File: src/rtl/uart_tx_framer.sv
// ---------------------------------------------------------------------------
// uart_tx_framer
//
// Serial transmit stage. Takes one parallel word per accepted write and
// shifts it out LSB-first as an asynchronous frame:
//   start (0), DATA_W data bits, optional parity bit, stop (1).
// Bit timing comes from the oversampled baud tick produced by the upstream
// clock-enable stage: OVERSAMPLE baud_en pulses make one bit period.
//
// Optional feature macro: UART_TX_PARITY_EN
//   defined   -> a parity bit (XOR of the data word, XOR PARITY_ODD) is sent
//                between the last data bit and the stop bit.
//   undefined -> no parity bit; PARITY_ODD has no effect.
//
// Parameters:
//   DATA_W      data bits per frame (5..8)
//   OVERSAMPLE  baud_en pulses per bit period (2..16)
//   PARITY_ODD  parity sense when parity is built in (0 = even, 1 = odd)
//
// Ports:
//   clk      in   system clock
//   reset    in   synchronous active-high reset
//   baud_en  in   one-clk oversampled baud tick
//   tx_en    in   transmitter enable; low blocks new frames only
//   tx_wr    in   write strobe, sampled every clk edge
//   tx_data  in   word to send, captured on an accepted write
//   tx_d     out  serial line, idle high
//   tx_busy  out  high from the accepting edge until the stop bit ends
//   tx_done  out  one-clk pulse at the end of the stop bit
// ---------------------------------------------------------------------------
module uart_tx_framer #(
  parameter int DATA_W     = 8,
  parameter int OVERSAMPLE = 16,
  parameter int PARITY_ODD = 0
) (
  input  logic              clk,
  input  logic              reset,
  input  logic              baud_en,
  input  logic              tx_en,
  input  logic              tx_wr,
  input  logic [DATA_W-1:0] tx_data,
  output logic              tx_d,
  output logic              tx_busy,
  output logic              tx_done
);

  typedef enum logic [2:0] {
    IDLE   = 3'd0,
    START  = 3'd1,
    DATA   = 3'd2,
    PARITY = 3'd3,
    STOP   = 3'd4
  } state_t;

  localparam logic [3:0] TICK_LAST = 4'(OVERSAMPLE - 1);
  localparam logic [2:0] IDX_LAST  = 3'(DATA_W - 1);

  state_t            state_q, state_d;
  logic [3:0]        cnt_q,   cnt_d;
  logic [2:0]        idx_q,   idx_d;
  logic [DATA_W-1:0] sr_q,    sr_d;
  logic              txd_q,   txd_d;
  logic              busy_q,  busy_d;
  logic              done_q,  done_d;
  logic              bit_end;

`ifdef UART_TX_PARITY_EN
  logic              par_q,   par_d;
`else
  // PARITY_ODD has no effect in this build; tie it off explicitly.
  logic              unused_parity_odd;
  assign unused_parity_odd = (PARITY_ODD != 0);
`endif

  // Last oversample tick of the current bit period.
  assign bit_end = baud_en && (cnt_q == TICK_LAST);

  always_comb begin
    state_d = state_q;
    cnt_d   = cnt_q;
    idx_d   = idx_q;
    sr_d    = sr_q;
    txd_d   = txd_q;
    busy_d  = busy_q;
    done_d  = 1'b0;
`ifdef UART_TX_PARITY_EN
    par_d   = par_q;
`endif

    // The tick counter only runs while a frame is on the line.
    if (state_q != IDLE && baud_en) begin
      cnt_d = bit_end ? 4'd0 : cnt_q + 4'd1;
    end

    unique case (state_q)
      IDLE: begin
        if (tx_wr && tx_en) begin
          sr_d    = tx_data;
          cnt_d   = 4'd0;
          idx_d   = 3'd0;
          txd_d   = 1'b0;
          busy_d  = 1'b1;
          state_d = START;
`ifdef UART_TX_PARITY_EN
          // Parity from the captured word, not from the shifting register.
          par_d   = (^tx_data) ^ PARITY_ODD[0];
`endif
        end
      end

      START: begin
        if (bit_end) begin
          txd_d   = sr_q[0];
          sr_d    = sr_q >> 1;
          idx_d   = 3'd0;
          state_d = DATA;
        end
      end

      DATA: begin
        if (bit_end) begin
          if (idx_q == IDX_LAST) begin
`ifdef UART_TX_PARITY_EN
            txd_d   = par_q;
            state_d = PARITY;
`else
            txd_d   = 1'b1;
            state_d = STOP;
`endif
          end else begin
            txd_d = sr_q[0];
            sr_d  = sr_q >> 1;
            idx_d = idx_q + 3'd1;
          end
        end
      end

`ifdef UART_TX_PARITY_EN
      PARITY: begin
        if (bit_end) begin
          txd_d   = 1'b1;
          state_d = STOP;
        end
      end
`endif

      STOP: begin
        if (bit_end) begin
          txd_d   = 1'b1;
          busy_d  = 1'b0;
          done_d  = 1'b1;
          state_d = IDLE;
        end
      end

      default: begin
        txd_d   = 1'b1;
        busy_d  = 1'b0;
        state_d = IDLE;
      end
    endcase
  end

  always_ff @(posedge clk) begin
    if (reset) begin
      state_q <= IDLE;
      cnt_q   <= 4'd0;
      idx_q   <= 3'd0;
      sr_q    <= '0;
      txd_q   <= 1'b1;
      busy_q  <= 1'b0;
      done_q  <= 1'b0;
`ifdef UART_TX_PARITY_EN
      par_q   <= 1'b0;
`endif
    end else begin
      state_q <= state_d;
      cnt_q   <= cnt_d;
      idx_q   <= idx_d;
      sr_q    <= sr_d;
      txd_q   <= txd_d;
      busy_q  <= busy_d;
      done_q  <= done_d;
`ifdef UART_TX_PARITY_EN
      par_q   <= par_d;
`endif
    end
  end

  assign tx_d    = txd_q;
  assign tx_busy = busy_q;
  assign tx_done = done_q;

endmodule
File: config.mk
export PLATFORM = sky130hd
export DESIGN_NAME = uart_tx_framer
export DESIGN_NICKNAME = d
export VERILOG_FILES = /design/src/rtl/uart_tx_framer.sv
export SDC_FILE = /design/constraint.sdc
export NUM_CORES = 1
export LEC_CHECK = 0
export BUFFER_PORTS_ARGS = -buffer_cell sky130_fd_sc_hd__buf_4
export CAP_MARGIN = 20
export CORE_ASPECT_RATIO = 0.7
export CORE_MARGIN = 2
export CORE_UTILIZATION = 50
export DETAILED_ROUTE_END_ITERATION = 10
export MAX_ROUTING_LAYER = met4
export PLACE_DENSITY_LB_ADDON = 0.12
export SETUP_SLACK_MARGIN = 0.2
export SYNTH_ARGS = -nofsm -noshare
export SYNTH_HDL_FRONTEND = slang
export SYNTH_SLANG_ARGS = --single-unit
File: constraint.sdc
create_clock -name clk -period 2.05 [get_ports clk]
set_clock_uncertainty 0.05 [all_clocks]
set_input_delay 0.615 -clock clk [delete_from_list [all_inputs] [get_ports clk]]
set_output_delay 0.615 -clock clk [all_outputs]
set_load 0.005 [all_outputs]
==> After elaboration in Yosys (flattened, before gate mapping) <==
Cells that the tools add are included.
W data, S select, Z words.
{ "totals": {"in_bits": 13, "elab_cells": 63, "register_bits": 21} }
{ "classes": {"n_eq_ne": 11, "n_mux": 29, "n_addsub": 2, "reduce_logical": 12, "bitwise": 2} }
{ "op_table": {"columns": ["cell", "count"], "rows": [
  ["$mux W8", 4],
  ["$mux W3", 8],
  ["$pmux W8 S3", 1],
  ["$mux W4", 4],
  ["$ne A2 B2 Y1 const B", 6],
  ["$pmux W3 S4", 1],
  ["$reduce_and A5 Y1", 2],
  ["$pmux W3 S3", 1],
  ["$mux W1", 8],
  ["$eq A3 B3 Y1 const B", 2],
  ["$reduce_bool A3 Y1", 2],
  ["$add A4 B1 Y4 const B", 1],
  ["$eq A4 B4 Y1 const B", 1],
  ["$pmux W1 S4", 1],
  ["$reduce_and A4 Y1", 1],
  ["$reduce_or A2 Y1", 2],
  ["$add A3 B1 Y3 const B", 1],
  ["$eq A3 B1 Y1 const B", 1],
  ["$eq A3 B2 Y1 const B", 1],
  ["$logic_and A1 B1 Y1", 3],
  ["$logic_not A3 Y1", 1],
  ["$pmux W1 S3", 1],
  ["$reduce_and A3 Y1", 1],
  ["$not A1 Y1", 2]
]} }

==> Depth between registers and ports, before layout <==
{ "logic_depth": {"depth_word": 6, "ltp_mapped": 8, "ltp_nobuf": 6} }

==> Worst setup path before layout <==
Ideal clock, no wire load.
{ "synth_path": {"path_kind": "flip-flop to flip-flop", "start": "register idx_q[0]", "end": "register idx_q[0]", "t_arrival_ns": 1.871, "required_ns": 1.879, "path_stages_with_launch": 8, "setup_ns": 0.121, "synth_period_minus_slack_ns": 2.042, "path_slack_ns": 0.008, "path_cell_list": "dfxtp_1 > ha_1 > ha_1 > or4b_1 > o32a_1 > buf_6 > and3_4 > mux2_4"} }
{ "synth_between": {"elab_chain_cells": 4, "word_cells_on_any_way": 7, "classes_between": "1 x add/sub; 2 x eq/ne; 3 x mux; 1 x reduce/logical"} }
{ "synth_lines": {"columns": ["item", "line", "rtl"], "rows": [
  ["start, declared", "60", "logic [2:0] idx_q, idx_d;"],
  ["start signal, assigned", "179", "idx_q <= idx_d;"],
  ["$add A3 B1 Y3", "133", "idx_d = idx_q + 3'd1;"],
  ["$mux W3", "122", "if (idx_q == IDX_LAST) begin"],
  ["$mux W3", "121", "if (bit_end) begin"],
  ["$pmux W3 S3", "95", "unique case (state_q)"]
]} }
Parallel ways exist; a longest one is shown, timed or not. The select of a mux whose other input is x is not followed.
A chain may end at the register's enable or synchronous reset.

==> Final worst setup path <==
{ "layout_path": {"start": "register idx_q[1]", "end": "register sr_q[6]"} }
{ "layout_between": {"elab_chain_cells": 3} }
{ "layout_lines": {"columns": ["item", "line", "rtl"], "rows": [
  ["$eq A3 B3 Y1", "122", null],
  ["$ne A2 B2 Y1 (no line)", null, null],
  ["$reduce_and A5 Y1 (no line)", null, null],
  ["end signal, assigned", "180", "sr_q <= sr_d;"],
  ["end, declared", "61", "logic [DATA_W-1:0] sr_q, sr_d;"]
]} }
Every way passes these cells.

==> impl_summary.txt <==
----------------------------------------------------
[Final layout]
  Footprint of the multi-input gates ... 706 sq um
  Cell area after layout ... 1480 sq um
  FILL cells ... 185
  Commonest cells after routing, fill and taps aside ... sky130_fd_sc_hd__buf_4, sky130_fd_sc_hd__dfxtp_1, sky130_fd_sc_hd__nand3_1, sky130_fd_sc_hd__nor2_1
  Synthesis-to-layout area growth ... 29.9%
  Diode insertion count for antenna repair ... 0
  Area taken by flip-flops and latches ... 423 sq um
  Total Nets Final ... 175
  Most common cell after layout, fill and taps aside ... sky130_fd_sc_hd__buf_4
  Ratio of cells with drive above 1 in the final layout ... 31.0%

[Hold path]
  Hold Path End ... sr_q[7]$_SDFFE_PP0P_
  Classification of the worst-slack hold path ... reg -> reg
  Source of the worst hold timing path ... sr_q[7]$_SDFFE_PP0P_
  Hold path depth ... 2

[Synthesis]
  Netlist area before placement ... 1140 sq um
  Post-synthesis register bit count ... 21
  Post-synthesis average cell area ... 8.42 sq um
  Share of the yosys chip area belonging to registers ... 37.0%
  Cells after Synth ... 135
  Syn nets ... 151
  Number of unique standard cell types used by synthesis ... 35
  Count of synthesis-stage warnings from yosys ... 0

[Detailed routing]
  Number of remaining DRC errors ... 0
  Total via count after detailed routing ... 1164
  Total wire length ... 2870 microns
  DRT Pass-1 Iters ... 4
  Number of vias per cell ... 6.13
  Average wire per cell in the routed design ... 15.1 microns
  Final ANT Viol Nets ... 0
  Initial DRC Count ... 72

[Die]
  Row count ... 14
  Std-Cell Core Area ... 2150 sq um
  Starting density of the core ... 52.8%
  Top-level port count ... 16
  Die ar. ... 2680 sq um
  DIE HEIGHT ... 43.9 microns
  Die extent in x ... 61.0 microns

[Placement]
  Number of buffers inserted by port buffering ... 15
  Final weighted congestion in routability-driven placement ... 0.906
  Placed inst area ... 1340 sq um
  Post-DP HPWL ... 1890 microns

[CTS]
  Clock Pin Slew Worst Setup and Hold Paths ... 0.13 ns
  Clock buffer depth ... 2
  Cts bufs inserted ... 3
  Clock latency on the worst-skew pair ... 0.31 ns
  TritonCTS clock tree ... yes
  Clock tree root buffer cell ... sky130_fd_sc_hd__clkbuf_4
  CTS sink count ... 21
  Count of hold-fix buffers inserted at cts ... 0
  H-Tree Depth ... 1

[Critical path]
  Worst reg2reg path startpoint ... idx_q[1]$_SDFFE_PP0P_
  Largest fanout of any net on the critical path ... 9
  Cell breakdown of the critical path ... ha_4, ha_4, or4b_4, o32a_4, buf_12, a22o_1, a21oi_2
  Cell type group with the largest total delay on the critical path ... compound AO/OA/AOI/OAI gates
  Required time at the worst-slack endpoint ... 2.26 ns
  R2r setup slk ... 0.07 ns
  CP max-delay cell ... sky130_fd_sc_hd__or4b_4
  Longest individual stage delay on the worst path ... 0.48 ns
  Buf+Inv Stages, Crit Path ... 1
  CP Class ... reg -> reg
  Capturing point of the worst reg2reg path ... sr_q[6]$_SDFFE_PP0P_
  Arrival time reported for the critical path endpoint ... 2.19 ns
  Critical path capture point type ... flip-flop
  Startpoint class of the critical path ... flip-flop
  Crit path top cell by count ... sky130_fd_sc_hd__ha_4
  Register-to-Register Path Depth ... 7

[STA]
  Setup repair after global routing missed its margin ... yes
  Worst-case headroom to the max-slew limit ... 66.9%
  Total Neg Setup Slack ... 0 ns
  Worst-Margin Slew ... 0.492 ns
  Final setup violation count ... 0
  Max-slew violation total from the final report ... 0
  Part of the cycle the worst path needs ... 96.5%
  Fmax ... 505 MHz
  Hold Violations, Final ... 0
  Final critical delay including setup and external delays ... 1.98 ns

[Global routing]
  Global-route congestion overflow total ... 0
  Wire length of the first global-routing pass ... 4720 microns
  Initial antenna violation count ... 0
  Number of global-route vias before repair ... 1022
  Largest net degree at the start of global routing ... 18
  Aggregate global-route resource usage ... 24.5%

[Pwr]
  Tot Pwr ... 771 uW
  Worst IR Drop VDD ... 0.296 mV
  Static leakage ... 0.000561 uW
  Power per cell area ... 522 nW/um^2

[Status]
  Status ... finished, final reports clean

[Job]
  Number of max-cap violations ... 0

----------------------------------------------------
[cell usage after synthesis]
cell type / n / share of area [%]
sky130_fd_sc_hd__dfxtp_1: 21 / 37
sky130_fd_sc_hd__nand3_1: 18 / 7.9
sky130_fd_sc_hd__a21oi_1: 12 / 5.3
sky130_fd_sc_hd__nor2_1: 10 / 3.3
sky130_fd_sc_hd__a22o_1: 9 / 6.9
sky130_fd_sc_hd__o21ai_0: 9 / 4.0
sky130_fd_sc_hd__nand2_1: 6 / 2.0
sky130_fd_sc_hd__clkbuf_1: 5 / 1.7
sky130_fd_sc_hd__buf_2: 3 / 1.3
sky130_fd_sc_hd__buf_6: 3 / 3.0
sky130_fd_sc_hd__ha_1: 3 / 3.3
sky130_fd_sc_hd__inv_1: 3 / 0.99
sky130_fd_sc_hd__nand4_1: 3 / 1.7
sky130_fd_sc_hd__nor3_1: 3 / 1.3
sky130_fd_sc_hd__a311oi_1: 2 / 1.5
sky130_fd_sc_hd__a32oi_1: 2 / 1.5
sky130_fd_sc_hd__a41oi_1: 2 / 1.5
sky130_fd_sc_hd__and4_1: 2 / 1.5
sky130_fd_sc_hd__nand3b_1: 2 / 1.3
sky130_fd_sc_hd__xnor2_1: 2 / 1.5
sky130_fd_sc_hd__a2111o_1: 1 / 0.99
sky130_fd_sc_hd__a21o_1: 1 / 0.66
sky130_fd_sc_hd__a21oi_2: 1 / 0.77
sky130_fd_sc_hd__a22oi_1: 1 / 0.66
sky130_fd_sc_hd__a31oi_1: 1 / 0.55
sky130_fd_sc_hd__and3_4: 1 / 0.99
sky130_fd_sc_hd__mux2_4: 1 / 1.3
sky130_fd_sc_hd__nand2b_1: 1 / 0.55
sky130_fd_sc_hd__nor4_1: 1 / 0.55
sky130_fd_sc_hd__nor4b_1: 1 / 0.77
sky130_fd_sc_hd__o211ai_1: 1 / 0.66
sky130_fd_sc_hd__o21ai_1: 1 / 0.44
sky130_fd_sc_hd__o32a_1: 1 / 0.88
sky130_fd_sc_hd__or4b_1: 1 / 0.88
sky130_fd_sc_hd__xor2_1: 1 / 0.77
[tightest hold or removal path, stage by stage (launching register included)]
cell                      delay [ns]
sky130_fd_sc_hd__dfxtp_1        0.34
sky130_fd_sc_hd__nand3_2        0.06
sky130_fd_sc_hd__a21oi_2        0.05
[metal layers]
layer	global-route usage, %	wire [microns]
met1	34.7	1360
met2	34.4	1300
met3	6.57	207
met4	6.09	13
met5	-	0
[registers in the layout (all words and copies together), names as in the netlist]
signal,cells
sr_q,8
tx_done,1
idx_q,3
state_q,3
tx_busy,1
tx_d,1
cnt_q,4
[cells by family after synthesis]
family	synth area share, %
adder cells (fa/ha/maj)	3.30
AO/OA/AOI/OAI	26.4
XOR/XNOR	2.31
buffers and inverters	6.93
multiplexers	1.32
AND/OR/NAND/NOR	22.8
flip-flops	37.0
[repair_timing]
action	in CTS	in global routing
setup endpoints to repair	12	12
gates cloned	1	0
setup buffers	3	1
pin swaps	3	3
hold endpoints to repair	0	0
resized for setup	4	5
[how the worst max path moves through the flow]
stage | startpoint | slack, ns | cells past startpoint | endpoint
after floorplan | idx_q[0]$_SDFFE_PP0P_ | 0.09 | 7 | idx_q[0]$_SDFFE_PP0P_
after global routing | idx_q[1]$_SDFFE_PP0P_ | 0.006 | 7 | sr_q[6]$_SDFFE_PP0P_
final | idx_q[1]$_SDFFE_PP0P_ | 0.07 | 7 | sr_q[6]$_SDFFE_PP0P_
after global placement | idx_q[0]$_SDFFE_PP0P_ | 0.13 | 7 | sr_q[3]$_SDFFE_PP0P_
after detailed placement | idx_q[0]$_SDFFE_PP0P_ | 0.10 | 7 | sr_q[4]$_SDFFE_PP0P_
after CTS | idx_q[1]$_SDFFE_PP0P_ | 0.08 | 7 | sr_q[3]$_SDFFE_PP0P_
[stage by stage]
stage	hold WS (ns)	std cells	setup slack, ns	util (%)
after floorplan	0.394	135	0.0944	-
after global placement	0.403	181	0.135	62.3
after detailed placement	0.414	181	0.101	62.3
after CTS	0.431	189	0.0772	67.2
after global routing	0.456	190	0.00567	68.6
final	0.433	190	0.0709	68.6
[where the power goes]
part / switching [uW] / internal (uW) / total, uW
Sequential: 8.04 / 421 / 429
Clock: 137 / 73.0 / 210
Combinational: 63.4 / 69.0 / 132
[cell type report]
| class | instances | area share [%] |
|---|---|---|
| clock buffer | 3 | 1.52 |
| clock inverter | 1 | 0.339 |
| inverter | 3 | 0.762 |
| multi-input combinational | 100 | 47.8 |
| sequential | 21 | 28.6 |
| tap | 32 | 2.71 |
| timing repair buffer | 30 | 18.3 |
Note: power is estimated with default switching activity, not from simulation.
